$ cat src/rtl/demux_1to16_seq_pkg.sv
// ============================================================================
// Module   : mux_demux_defs (package)
// Brief    : Shared lane/select widths and FSM state encoding for the demux.
// Revision : 1.0 - initial release
// ============================================================================
`default_nettype none

package mux_demux_defs;

    localparam int LANES = 16;
    localparam int SEL_W = 4;

    typedef enum logic [1:0] {
        IDLE = 2'd0,
        CAPT = 2'd1,
        FIN  = 2'd2
    } state_t;

endpackage

`default_nettype wire

$ cat src/rtl/demux_1to16_seq_decoder.sv
// ============================================================================
// Module   : decoder_4to16
// Brief    : 4-bit select to one-hot lane vector, gated by an enable.
// Revision : 1.0 - initial release
// ============================================================================
`default_nettype none

module decoder_4to16
    import mux_demux_defs::*;
(
    input  logic             en,
    input  logic [SEL_W-1:0] sel,
    output logic [LANES-1:0] onehot
);

    always_comb begin
        onehot = '0;
        if (en) begin
            onehot[sel] = 1'b1;
        end
    end

endmodule

`default_nettype wire

$ cat src/rtl/demux_1to16_seq.sv
// ============================================================================
// Module   : demux_1to16_seq
// Brief    : Registered 1-to-16 demux with direct writes and counter-driven
//            serial capture (deserializer for a counter-driven 16:1 mux).
// Revision : 1.0 - initial release
// ============================================================================
`default_nettype none

module demux_1to16_seq #(
    parameter int LANES     = 16,
    parameter bit LSB_FIRST = 1'b1
) (
    input  logic             clk,
    input  logic             reset_n,
    input  logic             wr_en,
    input  logic [3:0]       s,
    input  logic             d,
    input  logic             start,
    input  logic             din_valid,
    output logic [LANES-1:0] z,
    output logic [LANES-1:0] strobe,
    output logic             busy,
    output logic             done,
    output logic             err
);

    import mux_demux_defs::*;

    state_t           r_state;
    state_t           w_state_nxt;
    logic [3:0]       r_cnt;
    logic [3:0]       w_cnt_nxt;
    logic             r_busy;
    logic             w_busy_nxt;
    logic             r_done;
    logic             w_done_nxt;
    logic             r_err;
    logic             w_err_nxt;
    logic [LANES-1:0] r_z;
    logic [LANES-1:0] r_strobe;
    logic             w_dec_en;
    logic [3:0]       w_dec_sel;
    logic [3:0]       w_seq_lane;
    logic [LANES-1:0] w_onehot;

    // For a 4-bit count, 15-cnt is simply the bitwise inverse.
    assign w_seq_lane = LSB_FIRST ? r_cnt : ~r_cnt;

    decoder_4to16 u_dec (
        .en     (w_dec_en),
        .sel    (w_dec_sel),
        .onehot (w_onehot)
    );

    always_comb begin
        w_state_nxt = r_state;
        w_cnt_nxt   = r_cnt;
        w_busy_nxt  = r_busy;
        w_done_nxt  = 1'b0;
        w_err_nxt   = 1'b0;
        w_dec_en    = 1'b0;
        w_dec_sel   = s;
        case (r_state)
            IDLE: begin
                if (start) begin
                    w_cnt_nxt   = 4'd0;
                    w_busy_nxt  = 1'b1;
                    w_state_nxt = CAPT;
                    w_err_nxt   = wr_en;
                end else if (wr_en) begin
                    w_dec_en = 1'b1;
                end
            end
            CAPT: begin
                w_err_nxt = wr_en | start;
                if (din_valid) begin
                    w_dec_en  = 1'b1;
                    w_dec_sel = w_seq_lane;
                    w_cnt_nxt = r_cnt + 4'd1;
                    if (r_cnt == 4'd15) begin
                        w_state_nxt = FIN;
                        w_done_nxt  = 1'b1;
                    end
                end
            end
            FIN: begin
                w_err_nxt   = wr_en | start;
                w_busy_nxt  = 1'b0;
                w_state_nxt = IDLE;
            end
            default: begin
                w_busy_nxt  = 1'b0;
                w_state_nxt = IDLE;
            end
        endcase
    end

    always_ff @(posedge clk or negedge reset_n) begin
        if (!reset_n) begin
            r_state  <= IDLE;
            r_cnt    <= 4'd0;
            r_busy   <= 1'b0;
            r_done   <= 1'b0;
            r_err    <= 1'b0;
            r_z      <= '0;
            r_strobe <= '0;
        end else begin
            r_state  <= w_state_nxt;
            r_cnt    <= w_cnt_nxt;
            r_busy   <= w_busy_nxt;
            r_done   <= w_done_nxt;
            r_err    <= w_err_nxt;
            r_z      <= (r_z & ~w_onehot) | ({LANES{d}} & w_onehot);
            r_strobe <= w_onehot;
        end
    end

    assign z      = r_z;
    assign strobe = r_strobe;
    assign busy   = r_busy;
    assign done   = r_done;
    assign err    = r_err;

endmodule

`default_nettype wire

$ cat config.mk
export PLATFORM = sky130hd
export DESIGN_NAME = demux_1to16_seq
export DESIGN_NICKNAME = d
export VERILOG_FILES = /design/src/rtl/demux_1to16_seq_pkg.sv /design/src/rtl/demux_1to16_seq_decoder.sv /design/src/rtl/demux_1to16_seq.sv
export SDC_FILE = /design/constraint.sdc
export NUM_CORES = 1
export LEC_CHECK = 0
export CORE_ASPECT_RATIO = 1.25
export CORE_UTILIZATION = 45
export CTS_CLUSTER_SIZE = 30
export DETAILED_ROUTE_END_ITERATION = 16
export PLACE_DENSITY_LB_ADDON = 0.05
export SLEW_MARGIN = 20
export SYNTH_ARGS = -nofsm -noshare
export SYNTH_HDL_FRONTEND = slang
export SYNTH_HIERARCHICAL = 1
export SYNTH_SLANG_ARGS = --single-unit
$ cat constraint.sdc
create_clock -name clk -period 4 [get_ports clk]
set_input_delay 0.8 -clock clk [delete_from_list [all_inputs] [get_ports clk]]
set_output_delay 0.8 -clock clk [all_outputs]
set_load 0.05 [all_outputs]
==> qor.csv <==
stage;metric;value;unit
run_status;status;finished with violations;
run_status;failing checks;design-rule violations;
cells_and_area;final net count;199;
grt;total congestion overflow;0;
yosys;synthesized area;0.00172;mm^2
pwr;switching share of power;43.6;%
clocking;clock tree buffer depth;2;
floorplan;Die X;57.3;um
grt;largest net degree at the start of global routing;42;
floorplan;FP Rows;24;
sta;headroom to the max-slew limit;40.0;%
sta;post-route clock skew;0.00601;ns
sta;Setup TNS;0;ns
floorplan;DIE AREA;0.00408;mm^2
floorplan;Die Span Y;71.2;um
critical_path;Crit path required time;4.18;ns
critical_path;Worst path max stage delay;0.62;ns
pwr;PwrDens;758;mW/mm^2
clocking;Post-CTS Setup Bufs;0;
clocking;CTS buffer count;5;
yosys;Post-synth EDFFs;0;
critical_path;Crit. End Element;flop;
detailed_routing;Avg WL per Cell;15.1;um
critical_path;most used cell, CP;nand2_1;
critical_path;critical path's slowest cell;clkdlybuf4s50_1;
sta;Final Hold Vio Count;0;
yosys;post-synth net total;152;
yosys;Yosys cell types;30;
grt;initial antenna violation count;0;
critical_path;WS Path Type;in2reg;
yosys;Synth top area share;59.5;%
pwr;Clk pwr share;15.2;%
floorplan;Initial Utilization;48.2;%
detailed_routing;DRC viols;4;
clocking;clk slew on worst S/H paths;0.08;ns
placement;dpl ws;0.833;ns
clocking;worst-skew pair later-pin latency;0.29;ns
cells_and_area;most common cell after layout, fill and taps aside;clkdlybuf4s50_1;
hold_path;Hold WC Path Type;reg2reg;
floorplan;num ports;45;
cells_and_area;most frequent cells in the layout;clkdlybuf4s50_1, dfrtp_1, mux2_2;
sta;min cycle time layout;2.89;ns
yosys;post-synth top area cell;dfrtp_1;
yosys;sequential area share after synthesis;59.5;%
sta;Worst-Margin Slew;0.900;ns
placement;Detailed Place HPWL;2520;um
cells_and_area;fillcell total;291;
pwr;Pint;0.000967;W
clocking;H-Tree Depth;2;
sta;RSZ-0062 raised after global routing;false;
job;Max-Cap Viols;0;
clocking;# resized after CTS;0;
pwr;Comb power frac;50.3;%
placement;gpl congestion;0.803;
clocking;hold_buf cts;0;
grt;first-pass GRT wire length;5930;um
detailed_routing;First-pass DRT Iterations;10;
cells_and_area;Final Util;63.2;%
grt;GRT Resource Usage Total;19.5;%
cells_and_area;P&R area growth vs syn;31.2;%
sta;endpoints failing setup;0;
yosys;Yosys Warn Count;6;
detailed_routing;antenna-violating nets left;0;
clocking;CTS root buf;clkbuf_8;
pwr;Psw;0.000747;W
yosys;Async SR Flop Fraction;100;%
yosys;Synth Register Bits;41;
detailed_routing;Detailed Route Iter0 Violations;48;
sta;Max Slew Vio Count;0;
placement;IO buf count;44;
yosys;top cells by area, synth;dfrtp_1, mux2_2, ha_1;
cells_and_area;share of cells above drive strength 1;18.9;%
pwr;Pleak;1.00;nW
sta;Max Clk Rate;346;MHz
yosys;Main synth FF type;dfrtp_1;
clocking;CTS sink cnt;41;
clocking;CTS tree;yes;
sta;Setup WS post-layout;1.11;ns
detailed_routing;Vias;1191;
critical_path;startpoint types;input port;
grt;vias in the first global route;1205;
yosys;Syn Area/Cell;12.6;um^2
sta;final critical-path share of the clock period;72.2;%
pwr;overall power consumption;0.00171;W
critical_path;CP arrival;3.07;ns
detailed_routing;WL final;3390;um
pwr;worst IR drop on VDD;0.000365;V
critical_path;cells along the critical path;clkdlybuf4s50_1 -> nand2_1 -> o21ai_0 -> nand2_1 -> nor2_1 -> mux2_2;
critical_path;Crit Path Max Fanout;9;
cells_and_area;Antenna Cells;0;
detailed_routing;vias per cell;5.32;
yosys;gate count of the mapped netlist;137;
pwr;Flop pwr share;34.5;%
floorplan;core area;0.00357;mm^2
## worst max-delay path: cells and delay by family
family	cells	cell delay [ns]
mux	1	0.36
buf+inv	1	0.62
compound gates	1	0.61
simple gates	3	0.67
## cell families after synthesis
group / Yosys count / share of synthesized area [%]
simple gates: 49 / 14.9
flops: 41 / 59.5
mux: 20 / 13.0
compound gates: 14 / 6.10
buf+inv: 8 / 2.83
fa+ha+maj: 5 / 3.63
## synthesized netlist by cell type (4+ instances only)
master	number
inv_1	4
o21ai_0	4
nor3_1	5
dfrtp_1	41
nor2_1	16
nand3_1	4
ha_1	5
nand2b_1	4
mux2_2	19
nand2_1	10
## metrics by stage
step | cells | area (um^2) | hold slack (ns)
finish | 224 | 2260 | 0.508
CTS | 224 | 2260 | 0.513
detailed placement | 216 | 2170 | 0.494
global route | 224 | 2260 | 0.526
global placement | 216 | 2170 | 0.489
floorplan | 137 | 1720 | 0.495
## per-layer routing
metal | part of all wire [%] | routed length, um | vias to the layer above | GRT usage (%)
li1 | - | - | 567 | -
met4 | 1.5 | 50 | 0 | 6.50
met2 | 55 | 1870 | 32 | 35.5
met3 | 4.5 | 153 | 6 | 4.75
met1 | 39 | 1310 | 586 | 22.0
met5 | 0 | 0 | - | 0
## layout make-up
| type | instances | area (um^2) | area share (%) |
|---|---|---|---|
| Multi-Input combinational cell | 88 | 648 | 28.7 |
| Inverter | 4 | 15.0 | 0.664 |
| Timing Repair Buffer | 44 | 435 | 19.3 |
| Tap cell | 39 | 48.8 | 2.16 |
| Clock inverter | 3 | 17.5 | 0.775 |
| Sequential cell | 41 | 1030 | 45.4 |
| Clock buffer | 5 | 68.8 | 3.05 |
## worst paths after layout
path	start	depth (start not counted)	to	slack (ns)
max	din_valid	6	flop	1.11
min	flop	1	flop	0.51
max reg2reg	r_state[1]	7	flop	1.49
min reg2reg	flop	1	flop	0.51
max in group asynchronous	reset_n	1	strobe[3]	2.81
min in group asynchronous	reset_n	1	strobe[1]	0.64
## power groups by stage
stage / registers [W] / logic (W) / clock network [W]
floorplan: 0.000925 / 0.000274 / 0
global placement: 0.000596 / 0.000847 / 0
detailed placement: 0.000602 / 0.000863 / 0
CTS: 0.000594 / 0.000867 / 0.000268
global route: 0.000609 / 0.000916 / 0.000287
finish: 0.000591 / 0.000862 / 0.000260
(Power assumes the default switching activity.)
